==> config.mk <==
export PLATFORM = sky130hd
export DESIGN_NAME = control_unit
export DESIGN_NICKNAME = d
export VERILOG_FILES = /design/src/rtl/control_unit.sv
export SDC_FILE = /design/constraint.sdc
export NUM_CORES = 1
export LEC_CHECK = 0
export CAP_MARGIN = 20
export CORE_MARGIN = 1.5
export CORE_UTILIZATION = 38
export CTS_CLUSTER_DIAMETER = 50
export DETAILED_ROUTE_END_ITERATION = 7
export HOLD_SLACK_MARGIN = 0.06
export PLACE_DENSITY = 0.83
export SLEW_MARGIN = 20
export SYNTH_ARGS = -nofsm -noshare
export SYNTH_HDL_FRONTEND = slang
export SYNTH_SLANG_ARGS = --single-unit
==> constraint.sdc <==
create_clock -name clk -period 1.75 [get_ports clk]
set_input_delay 0.35 -clock clk [delete_from_list [all_inputs] [get_ports clk]]
set_output_delay 0.35 -clock clk [all_outputs]
set_load 0.05 [all_outputs]
==> src/rtl/control_unit.sv <==
// Instruction-side control FSM for the RISC-SPM datapath: fetch, decode, execute, memory and branch sequencing.
// Optional macro CU_RESUME_EN adds a `resume` input that leaves S_halt for S_fet1.
`timescale 1ns/1ps
module control_unit #(
    parameter int WORD_SIZE = 8,
    parameter int OP_SIZE   = 4,
    parameter int SEL1_SIZE = 3,
    parameter int SEL2_SIZE = 2
) (
    output logic                 load_R0,
    output logic                 load_R1,
    output logic                 load_R2,
    output logic                 load_R3,
    output logic                 load_PC,
    output logic                 inc_PC,
    output logic [SEL1_SIZE-1:0] sel_bus_1,
    output logic [SEL2_SIZE-1:0] sel_bus_2,
    output logic                 load_IR,
    output logic                 load_Add_R,
    output logic                 load_Reg_Y,
    output logic                 load_Reg_Z,
    output logic                 write,
    output logic                 halted,
    input  logic [WORD_SIZE-1:0] instruction,
    input  logic                 zero,
`ifdef CU_RESUME_EN
    input  logic                 resume,
`endif
    input  logic                 clk,
    input  logic                 clr
);

    typedef enum logic [3:0] {
        S_idle = 4'd0,  S_fet1 = 4'd1, S_fet2 = 4'd2, S_dec  = 4'd3,
        S_ex1  = 4'd4,  S_rd1  = 4'd5, S_rd2  = 4'd6, S_wr1  = 4'd7,
        S_wr2  = 4'd8,  S_br1  = 4'd9, S_br2  = 4'd10, S_halt = 4'd11
    } state_t;

    localparam logic [OP_SIZE-1:0] OP_NOP = OP_SIZE'(0);
    localparam logic [OP_SIZE-1:0] OP_ADD = OP_SIZE'(1);
    localparam logic [OP_SIZE-1:0] OP_SUB = OP_SIZE'(2);
    localparam logic [OP_SIZE-1:0] OP_AND = OP_SIZE'(3);
    localparam logic [OP_SIZE-1:0] OP_NOT = OP_SIZE'(4);
    localparam logic [OP_SIZE-1:0] OP_RD  = OP_SIZE'(5);
    localparam logic [OP_SIZE-1:0] OP_WR  = OP_SIZE'(6);
    localparam logic [OP_SIZE-1:0] OP_BR  = OP_SIZE'(7);
    localparam logic [OP_SIZE-1:0] OP_BRZ = OP_SIZE'(8);

    localparam logic [SEL1_SIZE-1:0] SEL1_PC  = SEL1_SIZE'(4);
    localparam logic [SEL2_SIZE-1:0] SEL2_ALU = SEL2_SIZE'(0);
    localparam logic [SEL2_SIZE-1:0] SEL2_B1  = SEL2_SIZE'(1);
    localparam logic [SEL2_SIZE-1:0] SEL2_MEM = SEL2_SIZE'(2);

    state_t               r_state;
    state_t               w_next_state;
    logic [OP_SIZE-1:0]   w_opcode;
    logic [1:0]           w_src;
    logic [1:0]           w_dest;
    logic [3:0]           w_load_r;
    logic [3:0]           w_dest_onehot;

    assign w_opcode      = instruction[WORD_SIZE-1 -: OP_SIZE];
    assign w_src         = instruction[3:2];
    assign w_dest        = instruction[1:0];
    assign w_dest_onehot = 4'b0001 << w_dest;

    assign load_R0 = w_load_r[0];
    assign load_R1 = w_load_r[1];
    assign load_R2 = w_load_r[2];
    assign load_R3 = w_load_r[3];

    // State register; clr forces S_idle immediately, which also zeroes every strobe.
    always_ff @(posedge clk or negedge clr) begin
        if (!clr) begin
            r_state <= S_idle;
        end else begin
            r_state <= w_next_state;
        end
    end

    // Next-state and strobe decode from current state and instruction fields.
    always_comb begin
        w_next_state = S_halt;
        w_load_r     = 4'b0000;
        load_PC      = 1'b0;
        inc_PC       = 1'b0;
        sel_bus_1    = SEL1_SIZE'(0);
        sel_bus_2    = SEL2_ALU;
        load_IR      = 1'b0;
        load_Add_R   = 1'b0;
        load_Reg_Y   = 1'b0;
        load_Reg_Z   = 1'b0;
        write        = 1'b0;
        halted       = 1'b0;
        case (r_state)
            S_idle: w_next_state = S_fet1;
            S_fet1: begin
                sel_bus_1    = SEL1_PC;
                sel_bus_2    = SEL2_B1;
                load_Add_R   = 1'b1;
                w_next_state = S_fet2;
            end
            S_fet2: begin
                sel_bus_2    = SEL2_MEM;
                load_IR      = 1'b1;
                inc_PC       = 1'b1;
                w_next_state = S_dec;
            end
            S_dec: begin
                case (w_opcode)
                    OP_NOP: w_next_state = S_fet1;
                    OP_ADD, OP_SUB, OP_AND: begin
                        sel_bus_1    = SEL1_SIZE'(w_src);
                        sel_bus_2    = SEL2_B1;
                        load_Reg_Y   = 1'b1;
                        w_next_state = S_ex1;
                    end
                    OP_NOT: begin
                        sel_bus_1    = SEL1_SIZE'(w_src);
                        sel_bus_2    = SEL2_ALU;
                        load_Reg_Z   = 1'b1;
                        w_load_r     = w_dest_onehot;
                        w_next_state = S_fet1;
                    end
                    OP_RD, OP_WR, OP_BR: begin
                        sel_bus_1    = SEL1_PC;
                        sel_bus_2    = SEL2_B1;
                        load_Add_R   = 1'b1;
                        w_next_state = (w_opcode == OP_RD) ? S_rd1 :
                                       (w_opcode == OP_WR) ? S_wr1 : S_br1;
                    end
                    OP_BRZ: begin
                        if (zero) begin
                            sel_bus_1    = SEL1_PC;
                            sel_bus_2    = SEL2_B1;
                            load_Add_R   = 1'b1;
                            w_next_state = S_br1;
                        end else begin
                            // Not taken: step the PC past the branch-target byte.
                            inc_PC       = 1'b1;
                            w_next_state = S_fet1;
                        end
                    end
                    default: w_next_state = S_halt;
                endcase
            end
            S_ex1: begin
                sel_bus_1    = SEL1_SIZE'(w_dest);
                sel_bus_2    = SEL2_ALU;
                load_Reg_Z   = 1'b1;
                w_load_r     = w_dest_onehot;
                w_next_state = S_fet1;
            end
            S_rd1, S_wr1: begin
                sel_bus_2    = SEL2_MEM;
                load_Add_R   = 1'b1;
                inc_PC       = 1'b1;
                w_next_state = (r_state == S_rd1) ? S_rd2 : S_wr2;
            end
            S_rd2: begin
                sel_bus_2    = SEL2_MEM;
                w_load_r     = w_dest_onehot;
                w_next_state = S_fet1;
            end
            S_wr2: begin
                sel_bus_1    = SEL1_SIZE'(w_src);
                write        = 1'b1;
                w_next_state = S_fet1;
            end
            S_br1: begin
                sel_bus_2    = SEL2_MEM;
                load_Add_R   = 1'b1;
                w_next_state = S_br2;
            end
            S_br2: begin
                sel_bus_2    = SEL2_MEM;
                load_PC      = 1'b1;
                w_next_state = S_fet1;
            end
            S_halt: begin
                halted = 1'b1;
`ifdef CU_RESUME_EN
                if (resume) begin
                    w_next_state = S_fet1;
                end else begin
                    w_next_state = S_halt;
                end
`else
                w_next_state = S_halt;
`endif
            end
            default: w_next_state = S_halt;
        endcase
    end

endmodule

==> impl_metrics.xml, run 1 <==
<?xml version="1.0" encoding="UTF-8"?>
<metrics>
  <group name="synth">
    <metric name="synth-warning-count" unit="">0</metric>
    <metric name="synth_area_per_cell" unit="sq um">7.30</metric>
    <metric name="synth_top_area_cell" unit="">dfrtp_1</metric>
    <metric name="post_synth_num_cell_types" unit="">30</metric>
    <metric name="async_flop_share" unit="">1.00</metric>
    <metric name="number_of_flops_mapped_to_enable_cells_by_yosys" unit="">0</metric>
    <metric name="synthTopCellsByArea" unit="">dfrtp_1 (19%), nor2b_1 (7.0%), nor3b_1 (7.0%)</metric>
    <metric name="ys_seq_area_frac" unit="">0.188</metric>
    <metric name="ys_seq_elements" unit="">4</metric>
    <metric name="post_synth_instance_area" unit="sq um">533</metric>
    <metric name="synth.net_count" unit="">84</metric>
    <metric name="yosysTopAreaCellShare" unit="">0.188</metric>
    <metric name="synth_ff_type" unit="">dfrtp_1</metric>
    <metric name="post_synth_inst_count" unit="">73</metric>
  </group>
  <group name="status">
    <metric name="result_of_the_run" unit="">aborted with a tool error</metric>
    <metric name="error_line" unit="">Error: detail_place.tcl, 38 bad optional access</metric>
    <metric name="haltStage" unit="">detailed placement</metric>
  </group>
  <group name="placement">
    <metric name="placement.io_buffers" unit="">27</metric>
    <metric name="gp_congestion" unit="">0.876</metric>
  </group>
  <group name="floorplanning">
    <metric name="die_w" unit="um">40.5</metric>
    <metric name="top_level_ports" unit="">28</metric>
    <metric name="initial_util" unit="">0.410</metric>
    <metric name="std_cell_rows" unit="">13</metric>
    <metric name="chipHeight" unit="um">40.5</metric>
  </group>
</metrics>
Yosys cell counts, types with 2 or more instances:
cell and number:
nand4b_1 2, nor3_1 2, nand2b_1 4, o31ai_1 2
nor3b_1 5, nor4b_1 2, nand3_1 2, a32o_1 2
a22o_1 2, a31oi_1 3, a21oi_1 4, dfrtp_1 4
nand2_1 8, o21ai_0 2, nor2b_1 6, nor2_1 6
clkbuf_1 4
through the flow:
step,cell area (sq um),std cells
floorplan,708,73
global placement,1300,132
logic make-up after synthesis:
| kind of cell | after synthesis | synth area share |
|---|---|---|
| and+or+nand+nor | 42 | 0.455 |
| AOI/OAI and AO/OA | 21 | 0.291 |
| buffers and inverters | 5 | 0.0493 |
| DFF | 4 | 0.188 |
| xor gates and xnor gates | 1 | 0.0164 |
==> run 2, diff against run 1 <==
--- a/config.mk
+++ b/config.mk
@@ -6,12 +6,10 @@
 export NUM_CORES = 1
 export LEC_CHECK = 0
 export CAP_MARGIN = 20
-export CORE_MARGIN = 1.5
-export CORE_UTILIZATION = 38
-export CTS_CLUSTER_DIAMETER = 50
+export CORE_AREA = 2 2 63 65
 export DETAILED_ROUTE_END_ITERATION = 7
-export HOLD_SLACK_MARGIN = 0.06
-export PLACE_DENSITY = 0.83
+export DIE_AREA = 0 0 65 67
+export PLACE_DENSITY_LB_ADDON = 0.15
 export SLEW_MARGIN = 20
 export SYNTH_ARGS = -nofsm -noshare
 export SYNTH_HDL_FRONTEND = slang
==> impl_metrics.xml, run 2 <==
<?xml version="1.0" encoding="UTF-8"?>
<metrics>
  <group name="status">
    <metric name="result_of_the_run" unit="">finished, violations left</metric>
    <metric name="failing_checks" unit="">setup timing</metric>
  </group>
  <group name="timing">
    <metric name="drv_slew" unit="">0</metric>
    <metric name="timing.hold.ws" unit="ns">0.329</metric>
    <metric name="grt_setup_unrepaired" unit="">true</metric>
    <metric name="max_slew.worst_pin.slew" unit="ns">0.401</metric>
    <metric name="timing.final.crit_period" unit="ns">2.01</metric>
    <metric name="timing.slew.headroom" unit="">0.729</metric>
    <metric name="min_period_over_period" unit="">1.15</metric>
    <metric name="finalHoldViolations" unit="">0</metric>
    <metric name="skew" unit="ns">0.00368</metric>
    <metric name="max_freq" unit="MHz">497</metric>
    <metric name="setup_slack_of_the_critical_path_after_layout" unit="ns">-0.261</metric>
    <metric name="finalSetupViolations" unit="">13</metric>
  </group>
  <group name="synth">
    <metric name="synth_ff_type" unit="">dfrtp_1</metric>
    <metric name="synth-warning-count" unit="">0</metric>
    <metric name="ys_seq_area_frac" unit="">0.188</metric>
    <metric name="synth_top_area_cell" unit="">dfrtp_1</metric>
    <metric name="number_of_flops_mapped_to_enable_cells_by_yosys" unit="">0</metric>
    <metric name="synthTopCellsByArea" unit="">dfrtp_1 (19%), nor2b_1 (7.0%), nor3b_1 (7.0%)</metric>
    <metric name="synthTopCellsByCount" unit="">nand2_1 (8), nor2_1 (6), nor2b_1 (6), nor3b_1 (5)</metric>
    <metric name="synth_area_per_cell" unit="sq um">7.30</metric>
    <metric name="post_synth_instance_area" unit="sq um">533</metric>
    <metric name="synth.net_count" unit="">84</metric>
    <metric name="yosysMostFrequentCell" unit="">nand2_1</metric>
    <metric name="async_flop_share" unit="">1.00</metric>
    <metric name="yosysTopAreaCellShare" unit="">0.188</metric>
    <metric name="ys_seq_elements" unit="">4</metric>
    <metric name="post_synth_num_cell_types" unit="">30</metric>
    <metric name="post_synth_inst_count" unit="">73</metric>
  </group>
  <group name="placement">
    <metric name="dp_hpwl" unit="mm">1.74</metric>
    <metric name="gp_congestion" unit="">0.762</metric>
    <metric name="placement.io_buffers" unit="">27</metric>
    <metric name="dpl-instance-area" unit="sq um">1330</metric>
  </group>
  <group name="worst_setup_path">
    <metric name="r2r-start" unit="">r_state[2]</metric>
    <metric name="type_of_element_capturing_the_critical_path" unit="">output pin</metric>
    <metric name="regToRegSetupSlack" unit="ns">0.43</metric>
    <metric name="path_cells" unit="">buf_8 -&gt; or3b_4 -&gt; o32a_4 -&gt; nor3b_4 -&gt; buf_12</metric>
    <metric name="worst_path_dominant_cell_family" unit="">simple AND/OR/NAND/NOR gates</metric>
    <metric name="worst_setup_path_start_kind" unit="">input pin</metric>
    <metric name="timing.critical_path.slowest_stage_cell" unit="">o32a_4</metric>
    <metric name="critPathMaxStageDelay" unit="ns">0.42</metric>
    <metric name="critical_path_class" unit="">input pin to output pin</metric>
    <metric name="worstPathBufferInverterCount" unit="">2</metric>
    <metric name="worst_ep_required_time" unit="ns">1.40</metric>
    <metric name="reg2reg_path_depth" unit="">4</metric>
    <metric name="reg2reg_to" unit="">r_state[2]</metric>
    <metric name="crit_arrival" unit="ns">1.66</metric>
    <metric name="critical_path.max_fanout" unit="">4</metric>
  </group>
  <group name="pwr">
    <metric name="internal_power" unit="uW">290</metric>
    <metric name="cellPowerDensity" unit="nW/um^2">241</metric>
    <metric name="worst_ir_drop_on_vdd" unit="mV">0.160</metric>
    <metric name="netSwitchingPower" unit="uW">91.8</metric>
    <metric name="clock_power_share" unit="">0.522</metric>
    <metric name="power.sequential.fraction" unit="">0.244</metric>
    <metric name="power_leakage" unit="uW">0.000611</metric>
    <metric name="comb_power_share" unit="">0.234</metric>
    <metric name="switching_share" unit="">0.241</metric>
  </group>
  <group name="cells_and_area">
    <metric name="register_with_the_most_flip_flops" unit="">r_state</metric>
    <metric name="final_core_util" unit="">0.439</metric>
    <metric name="biggestRegsByFlops" unit="">r_state: 4 flops</metric>
    <metric name="antenna_cells" unit="">0</metric>
    <metric name="largest_reg_flops" unit="">4</metric>
    <metric name="most_frequent_standard_cell_in_the_layout_excluding_fill_and_tap_cells" unit="">buf_4</metric>
    <metric name="stdcell_area" unit="sq um">1580</metric>
    <metric name="final_layout_size_suffix_gt1_frac" unit="">0.659</metric>
    <metric name="layout_common_cells" unit="">buf_4 (29), buf_12 (18), buf_6 (8)</metric>
    <metric name="design.final.nets" unit="">148</metric>
    <metric name="areaGrowthSynthToFinish" unit="%">197</metric>
  </group>
  <group name="detailed_routing">
    <metric name="antenna_violating_nets_post_route" unit="">0</metric>
    <metric name="drt-pass1-iter-count" unit="">4</metric>
    <metric name="drtIter0Drc" unit="">20</metric>
    <metric name="num_vias" unit="">836</metric>
    <metric name="detail_route.wl_per_cell" unit="um">13.2</metric>
    <metric name="detail_route.wirelength" unit="mm">2.42</metric>
    <metric name="drcViolationCount" unit="">0</metric>
    <metric name="post_drt_via_cell_ratio" unit="">4.57</metric>
  </group>
  <group name="floorplanning">
    <metric name="initial_util" unit="">0.148</metric>
    <metric name="std_cell_rows" unit="">22</metric>
    <metric name="die_area" unit="sq um">4360</metric>
    <metric name="top_level_ports" unit="">28</metric>
    <metric name="fp.coreArea" unit="sq um">3610</metric>
    <metric name="die_w" unit="um">65</metric>
    <metric name="chipHeight" unit="um">67</metric>
  </group>
  <group name="clock_tree">
    <metric name="tritoncts_clock_tree" unit="">built</metric>
    <metric name="cts_buffer_depth" unit="">2</metric>
    <metric name="h-tree-depth" unit="">1</metric>
    <metric name="tritoncts.num_buffers" unit="">3</metric>
    <metric name="clk_pin_slew_worst_paths" unit="ns">0.03</metric>
    <metric name="clock_tree.root_cell" unit="">clkbuf_8</metric>
    <metric name="cts.sink_count" unit="">4</metric>
    <metric name="clk_latency" unit="ns">0.22</metric>
  </group>
  <group name="hold_path">
    <metric name="worstHoldPathType" unit="">input pin to async pin</metric>
  </group>
  <group name="grt">
    <metric name="grt_use_total" unit="">0.120</metric>
    <metric name="first_global_vias" unit="">825</metric>
    <metric name="grt_start_max_net_pins" unit="">15</metric>
    <metric name="antenna_found_initial" unit="">0</metric>
    <metric name="total_grt_overflow" unit="">0</metric>
    <metric name="grt_pass1_wl" unit="mm">3.92</metric>
  </group>
  <group name="flow_run">
    <metric name="max-cap-violations" unit="">0</metric>
  </group>
</metrics>
run 2: cell counts after synthesis:
No cell type changed its count.
run 2: final cells by class:
class / instances / area (sq um)
fillers: 339 / 2020
repair buffers: 64 / 762
well taps: 48 / 60.1
multi-input cells: 64 / 619
flip-flops and latches: 4 / 100
clock buffers: 3 / 41.3
run 2: per-layer routing:
metal | part of all wire | global-route usage
met1 | 0.42 | 0.138
met3 | 0.063 | 0.0220
met2 | 0.50 | 0.214
met4 | 0.016 | 0.0559
met5 | 0 | 0
run 2: repair_timing:
action | 4_1_cts | 5_1_grt
cloned | 1 | 0
setup endpoints to repair | 15 | 14
endpoints found under the hold margin | 0 | 0
hold buffers | 0 | 0
resized for setup | 37 | 10
setup buffers | 7 | 8
pin swaps | 7 | 5
run 2: how the worst max path moves through the flow:
stage	from	end	slack, ns	depth (start not counted)
after floorplan	instruction[6]	load_R1	-0.29	4
after global placement	instruction[6]	load_R1	-0.61	5
after detailed placement	instruction[6]	load_R1	-0.65	5
after CTS	instruction[4]	load_R1	-0.26	5
after global routing	instruction[5]	load_R1	-0.30	5
final	instruction[5]	load_R2	-0.26	5
run 2: logic make-up after synthesis:
kind of cell,count (synthesis),share of synthesized area
DFF,4,0.188
AOI/OAI and AO/OA,21,0.291
and+or+nand+nor,42,0.455
buffers and inverters,5,0.0493
xor gates and xnor gates,1,0.0164
run 2: power groups by stage:
stage / sequential, uW / clock [uW] / combinational [uW]
2_1_floorplan: 94.2 / 0 / 31.5
3_3_place_gp: 94.2 / 0 / 82.4
3_5_place_dp: 94.2 / 0 / 84.3
4_1_cts: 93.2 / 202 / 85.4
5_1_grt: 93.1 / 208 / 96.4
6_report: 93.1 / 199 / 89.2
run 2: per-stage QoR:
stage          total power (uW)  setup WS (ns)  cells  TNS, ns
2_1_floorplan               126         -0.289     73    -1.64
3_3_place_gp                177         -0.610    164    -5.58
3_5_place_dp                178         -0.645    164    -5.76
4_1_cts                     381         -0.255    175    -1.95
5_1_grt                     398         -0.305    183    -2.52
6_report                    382         -0.261    183    -1.87
Note: power is estimated with default switching activity, not from simulation.
